`config.mk`:
```
export PLATFORM = sky130hd
export DESIGN_NAME = wb_stage_pipe
export DESIGN_NICKNAME = d
export VERILOG_FILES = /design/src/rtl/wb_stage_pipe.sv
export SDC_FILE = /design/constraint.sdc
export NUM_CORES = 1
export LEC_CHECK = 0
export ABC_AREA = 0
export BUFFER_PORTS_ARGS = -buffer_cell sky130_fd_sc_hd__buf_2
export CAP_MARGIN = 25
export CORE_ASPECT_RATIO = 1.5
export CORE_MARGIN = 4
export CORE_UTILIZATION = 56
export DETAILED_ROUTE_END_ITERATION = 10
export PLACE_DENSITY = 0.86
export SLEW_MARGIN = 20
export SYNTH_ARGS = -nofsm -noshare
export SYNTH_HDL_FRONTEND = slang
export SYNTH_SLANG_ARGS = --single-unit
```
`constraint.sdc`:
```
create_clock -name iClk -period 12.5 [get_ports iClk]
set_input_delay 3.75 -clock iClk [delete_from_list [all_inputs] [get_ports iClk]]
set_output_delay 3.75 -clock iClk [all_outputs]
set_load 0.005 [all_outputs]
```
`src/rtl/wb_stage_pipe.sv`:
```
`default_nettype none
// ============================================================================
// Module  : wb_stage_pipe
// Purpose : Registered write-back stage with load alignment/extension, sticky
//           halt and a retired-write history serving forwarding queries.
// Revision: 1.0 - initial release
// ============================================================================
module wb_stage_pipe #(
    parameter  int DATA_W    = 32,
    parameter  int ADDR_W    = 5,
    parameter  int FWD_DEPTH = 2,
    localparam int OFF_W     = $clog2(DATA_W / 8)
) (
    input  logic              iClk,
    input  logic              iReset,
    input  logic              iValid,
    input  logic              iStall,
    input  logic              iFlush,
    input  logic [DATA_W-1:0] iMemData,
    input  logic [DATA_W-1:0] iExuData,
    input  logic [ADDR_W-1:0] iWriteAddr,
    input  logic              iWriteEn,
    input  logic              iMemToReg,
    input  logic [1:0]        iLoadSize,
    input  logic              iLoadSigned,
    input  logic [OFF_W-1:0]  iByteOff,
    input  logic              iRetCmd,
    input  logic [DATA_W-1:0] iRetAddr,
    input  logic              iHalt,
    input  logic [ADDR_W-1:0] iFwdAddr,
    output logic [DATA_W-1:0] oWriteData,
    output logic [ADDR_W-1:0] oWriteAddr,
    output logic              oWriteEn,
    output logic              oRetCmd,
    output logic [DATA_W-1:0] oRetAddr,
    output logic              oHalt,
    output logic              oHalted,
    output logic              oFwdHit,
    output logic [DATA_W-1:0] oFwdData
);

    localparam logic [1:0] SIZE_BYTE = 2'd0;
    localparam logic [1:0] SIZE_HALF = 2'd1;
    localparam logic [1:0] SIZE_WORD = 2'd2;

    logic              capture;
    logic [DATA_W-1:0] shift_byte;
    logic [DATA_W-1:0] shift_half;
    logic [DATA_W-1:0] shift_word;
    logic [7:0]        byte_val;
    logic [15:0]       half_val;
    logic [31:0]       word_val;
    logic [DATA_W-1:0] load_data;
    logic [DATA_W-1:0] write_data_next;
    logic              write_en_next;

    logic              hist_valid [FWD_DEPTH];
    logic [ADDR_W-1:0] hist_addr  [FWD_DEPTH];
    logic [DATA_W-1:0] hist_data  [FWD_DEPTH];

    assign capture = !iStall && !iFlush && iValid && !oHalted;

    // Lane extraction: shift the addressed lane down to bit 0.
    assign shift_byte = iMemData >> {iByteOff, 3'b000};
    assign shift_half = iMemData >> {iByteOff[OFF_W-1:1], 4'b0000};
    assign byte_val   = shift_byte[7:0];
    assign half_val   = shift_half[15:0];

    generate
        if (OFF_W > 2) begin : g_word_lane
            assign shift_word = iMemData >> {iByteOff[OFF_W-1:2], 5'b00000};
        end else begin : g_word_single
            assign shift_word = iMemData;
        end
    endgenerate

    assign word_val = shift_word[31:0];

    always_comb begin
        load_data = iMemData;
        case (iLoadSize)
            SIZE_BYTE: load_data = iLoadSigned ? DATA_W'($signed(byte_val))
                                               : DATA_W'(byte_val);
            SIZE_HALF: load_data = iLoadSigned ? DATA_W'($signed(half_val))
                                               : DATA_W'(half_val);
            SIZE_WORD: load_data = iLoadSigned ? DATA_W'($signed(word_val))
                                               : DATA_W'(word_val);
            default:   load_data = iMemData;
        endcase
    end

    assign write_data_next = iMemToReg ? load_data : iExuData;
    assign write_en_next   = iWriteEn && (iWriteAddr != '0);

    // Output pipeline register; bubbles hold data/address fields.
    always_ff @(posedge iClk or posedge iReset) begin
        if (iReset) begin
            oWriteData <= '0;
            oWriteAddr <= '0;
            oWriteEn   <= 1'b0;
            oRetCmd    <= 1'b0;
            oRetAddr   <= '0;
            oHalt      <= 1'b0;
            oHalted    <= 1'b0;
        end else if (capture) begin
            oWriteData <= write_data_next;
            oWriteAddr <= iWriteAddr;
            oWriteEn   <= write_en_next;
            oRetCmd    <= iRetCmd;
            oRetAddr   <= iRetAddr;
            oHalt      <= iHalt;
            oHalted    <= iHalt;
        end else begin
            oWriteEn   <= 1'b0;
            oRetCmd    <= 1'b0;
            oHalt      <= 1'b0;
        end
    end

    // Retired-write history: entry 0 is newest, the last entry ages out.
    always_ff @(posedge iClk or posedge iReset) begin
        if (iReset) begin
            for (int i = 0; i < FWD_DEPTH; i++) begin
                hist_valid[i] <= 1'b0;
                hist_addr[i]  <= '0;
                hist_data[i]  <= '0;
            end
        end else if (oWriteEn) begin
            hist_valid[0] <= 1'b1;
            hist_addr[0]  <= oWriteAddr;
            hist_data[0]  <= oWriteData;
            for (int i = 1; i < FWD_DEPTH; i++) begin
                hist_valid[i] <= hist_valid[i-1];
                hist_addr[i]  <= hist_addr[i-1];
                hist_data[i]  <= hist_data[i-1];
            end
        end
    end

    // Scan oldest to newest so the newest match overwrites older ones.
    always_comb begin
        oFwdHit  = 1'b0;
        oFwdData = '0;
        for (int i = FWD_DEPTH - 1; i >= 0; i--) begin
            if (hist_valid[i] && (hist_addr[i] == iFwdAddr)) begin
                oFwdHit  = 1'b1;
                oFwdData = hist_data[i];
            end
        end
        if (oWriteEn && (oWriteAddr == iFwdAddr)) begin
            oFwdHit  = 1'b1;
            oFwdData = oWriteData;
        end
        if (iFwdAddr == '0) begin
            oFwdHit  = 1'b0;
            oFwdData = '0;
        end
    end

endmodule
`default_nettype wire

```
==> results by group <==
Outcome
  – Result of the run: complete, no violations

Setup path
  – Crit-path slowest cell: sky130_fd_sc_hd__buf_4
  – Buf+Inv Stages, Crit Path: 4
  – Worst setup path category: input port to output pin
  – CP required: 8750 ps
  – Register-to-register path setup slack: 10340 ps
  – Critical R2R Launch: oHalted$_DFFE_PP0P_
  – Largest fanout of any net on the critical path: 34
  – Startpoint Class: input port
  – Cell chain of the critical path: buf_2 > xor2_1 > nor4_1 > and3_2 > buf_4 > o221ai_4 > buf_4 > o2bb2ai_2 > buf_2
  – Worst reg2reg path endpoint: oWriteData[28]$_DFFE_PP0P_
  – Critical path arrival: 6250 ps
  – Type of destination of the critical path: output pin
  – Kind of cell with the highest combined delay on the critical path: buffers and inverters
  – Critical path's largest stage delay: 530 ps
  – Worst reg-to-reg path cell count: 5

Floorplan
  – X dimension of the die: 102 um
  – Core outline area: 13000 um^2
  – Count of boundary I/O pins: 226
  – Die H: 148 um
  – Initial standard-cell utilization of the core: 56.9%
  – DIE AREA: 15100 um^2
  – Number of rows in the core area: 51

Final layout
  – Share of final-layout standard cells stronger than drive strength 1: 44.2%
  – Utilization after layout: 71.0%
  – Growth of design area from synthesis to finish: 24.8%
  – Net count, final: 982
  – Filler cells: 1006

Placed design
  – Final RePlAce weighted congestion: 0.834
  – Dpl ws: 2470 ps
  – HPWL after detailed placement: 14500 um
  – Port-buffer cells: 225

Yosys
  – Post-Syn Area: 7370 um^2
  – Biggest area contributors in the synthesized netlist: sky130_fd_sc_hd__dfrtp_1, sky130_fd_sc_hd__mux2_2, sky130_fd_sc_hd__nand2_1, sky130_fd_sc_hd__o2bb2ai_2, sky130_fd_sc_hd__mux2i_1
  – Cell type with the largest total area after synthesis: sky130_fd_sc_hd__dfrtp_1
  – Count of synthesis-stage warnings from yosys: 0
  – Count of flip-flops with a built-in enable after synthesis: 0
  – Most used DFF post-synth: sky130_fd_sc_hd__dfrtp_1
  – Post-synthesis sequential area ratio: 50.6%
  – Area fraction of the dominant cell type after synthesis: 50.6%
  – Most frequent cells after synthesis: sky130_fd_sc_hd__dfrtp_1, sky130_fd_sc_hd__nand2_1, sky130_fd_sc_hd__mux2_2, sky130_fd_sc_hd__mux2i_1, sky130_fd_sc_hd__o2bb2ai_2
  – Mean post-synth cell area: 11.2 um^2
  – Post-Synthesis Net Count: 778
  – Share of synthesized flip-flops with an asynchronous set or reset: 100%
  – Unique cell type count in the Yosys netlist: 47
  – Instance count of the mapped netlist: 658
  – Synthesis-stage register bit count: 149
  – Top-count cell post-synth: sky130_fd_sc_hd__dfrtp_1

Clock network
  – Number of gates resized after cts: 0
  – Number of buffers inserted for hold repair after clock tree synthesis: 0
  – Max clock buf depth: 2
  – Clock sink count: 149
  – Post-CTS repair timing setup buffer count: 0
  – CTS Buf Count: 17
  – Clock insertion delay at the later pin of the skew report: 420 ps
  – Clock tree from TritonCTS: yes
  – Clock transition at path regs: 60 ps
  – Buffer cell driving the clock tree root: sky130_fd_sc_hd__clkbuf_16
  – Number of H-tree branching levels: 4

Power and ir drop
  – Leak Pwr: 4.39 nW
  – Pwr Density: 194 nW/um^2
  – Total power of the final layout: 1.78 mW
  – Maximum ir drop on the vdd rail: 0.000133 V

Timing
  – Worst Setup Slack, final: 2500 ps
  – Max Fclk: 100 MHz
  – Setup repair after global routing missed its margin: false
  – Shortest period the worst path allows: 10000 ps
  – Final Hold Violating Endpoints: 0
  – Number of endpoints failing setup at the final stage: 0
  – Measured slew at the worst slew-check pin: 971 ps
  – Share of the cycle needed by the critical path after routing: 80.0%
  – Setup TNS Final: 0 ps
  – Worst slew slack as a fraction of its limit: 35.2%
  – Worst clock skew: 11.7 ps
  – Final count of pins violating max slew: 0
  – Final-layout worst hold slack: 474 ps

GRT
  – First-pass GRT wire length: 32400 um
  – Pin count of the biggest net entering global routing: 78
  – Via count of the first global-routing pass: 6213
  – Global-route congestion overflow total: 0
  – Total routing usage reported by global routing: 28.0%
  – Number of antenna violations at the first check in global routing: 4

Detailed routing
  – Iteration-0 DRC Markers: 228
  – Sum of routed wire length over all layers: 20600 um
  – Via count normalized by instance count: 5.66
  – Residual DRC count: 0
  – Drt wl/cell: 19.8 um
  – Number of iterations in the first detailed-routing pass: 5
  – Number of nets with antenna violations after routing: 0
  – Total number of vias: 5877

Hold path
  – End point of the most critical hold path: oRetAddr[12]$_DFFE_PP0P_
  – Tightest Hold Check Type: flip-flop to flip-flop
  – Beginning of the worst hold path: oRetAddr[12]$_DFFE_PP0P_
  – Cell depth of the worst min-delay path: 2

Flow run
  – Reported max-cap violation count: 0
tightest hold or removal path, delay by kind of cell (launching register included):
family	cells	cell delay (ps)
DFF	1	340
and+or+nand+nor	2	100
sequential cells by signal, summed over array words and instances (netlist names):
name	count
oWriteEn	1
hist_valid	2
hist_addr	10
oHalted	1
hist_data	64
oWriteAddr	5
oRetCmd	1
oHalt	1
oRetAddr	32
oWriteData	32
cell type report:
cell class	instances	area, um^2	share of cell area, %
sequential	149	3730	40.6
clock inverter	13	196	2.14
tap	159	199	2.16
clock buffer	18	439	4.78
timing repair buffer	233	1230	13.3
inverter	4	20.0	0.218
antenna	5	12.5	0.136
multi-input combinational	457	3370	36.6
cells in the final DEF, fill, tap and decap left out, types with 3 or more instances in the layout:
| cell | synthesis | routed |
|---|---|---|
| sky130_fd_sc_hd__a21oi_1 | 20 | 20 |
| sky130_fd_sc_hd__buf_2 | 14 | 225 |
| sky130_fd_sc_hd__inv_6 | 0 | 5 |
| sky130_fd_sc_hd__o2bb2ai_2 | 30 | 30 |
| sky130_fd_sc_hd__clkbuf_16 | 0 | 17 |
| sky130_fd_sc_hd__nand3_1 | 7 | 7 |
| sky130_fd_sc_hd__o2111ai_1 | 7 | 7 |
| sky130_fd_sc_hd__diode_2 | 0 | 5 |
| sky130_fd_sc_hd__dfrtp_1 | 149 | 148 |
| sky130_fd_sc_hd__o21ai_0 | 21 | 21 |
| sky130_fd_sc_hd__and2_1 | 4 | 4 |
| sky130_fd_sc_hd__nand2b_1 | 8 | 8 |
| sky130_fd_sc_hd__nand3b_1 | 7 | 7 |
| sky130_fd_sc_hd__mux2i_1 | 39 | 39 |
| sky130_fd_sc_hd__or3_1 | 23 | 23 |
| sky130_fd_sc_hd__o221ai_1 | 7 | 7 |
| sky130_fd_sc_hd__a31oi_1 | 7 | 7 |
| sky130_fd_sc_hd__clkinvlp_4 | 0 | 4 |
| sky130_fd_sc_hd__buf_4 | 3 | 6 |
| sky130_fd_sc_hd__xor2_1 | 12 | 12 |
| sky130_fd_sc_hd__bufinv_16 | 0 | 4 |
| sky130_fd_sc_hd__nand2_1 | 142 | 142 |
| sky130_fd_sc_hd__xnor2_1 | 3 | 3 |
| sky130_fd_sc_hd__mux2_2 | 76 | 76 |
| sky130_fd_sc_hd__nor2_1 | 17 | 17 |
metrics by stage:
| stage | area [um^2] | instances |
|---|---|---|
| 3_5_place_dp | 8520 | 1001 |
| 5_1_grt | 9190 | 1037 |
| 6_report | 9190 | 1038 |
| 4_1_cts | 9150 | 1032 |
| 3_3_place_gp | 8490 | 1000 |
| 2_1_floorplan | 7370 | 658 |
routing by layer:
metal | vias up | GRT usage [%] | wire, um
met5 | - | 0 | 0
met4 | 0 | 12.3 | 764
met3 | 52 | 5.82 | 1400
met2 | 254 | 47.8 | 10700
met1 | 2842 | 33.6 | 7650
li1 | 2729 | - | -
power by group:
part           total, mW  internal, mW  switching (mW)
Sequential         0.813         0.663           0.151
Combinational      0.418         0.221           0.198
Clock              0.548         0.342           0.206
cell families after synthesis:
family	share of synthesized area (%)
and+or+nand+nor	14.2
DFF	50.6
muxes	17.2
AOI/OAI and AO/OA	12.5
buffers and inverters	3.67
xor gates and xnor gates	1.78
how the worst max path moves through the flow:
stage                startpoint  cells after the start  slack (ps)           end
CTS                 iFwdAddr[2]                      9        2470  oFwdData[24]
global placement    iFwdAddr[2]                      9        2610  oFwdData[26]
global route        iFwdAddr[2]                      9        2310  oFwdData[18]
detailed placement  iFwdAddr[2]                      9        2470  oFwdData[18]
floorplan           iFwdAddr[3]                      8        3780  oFwdData[10]
finish              iFwdAddr[2]                      9        2500  oFwdData[24]
Note: power is estimated with default switching activity, not from simulation.
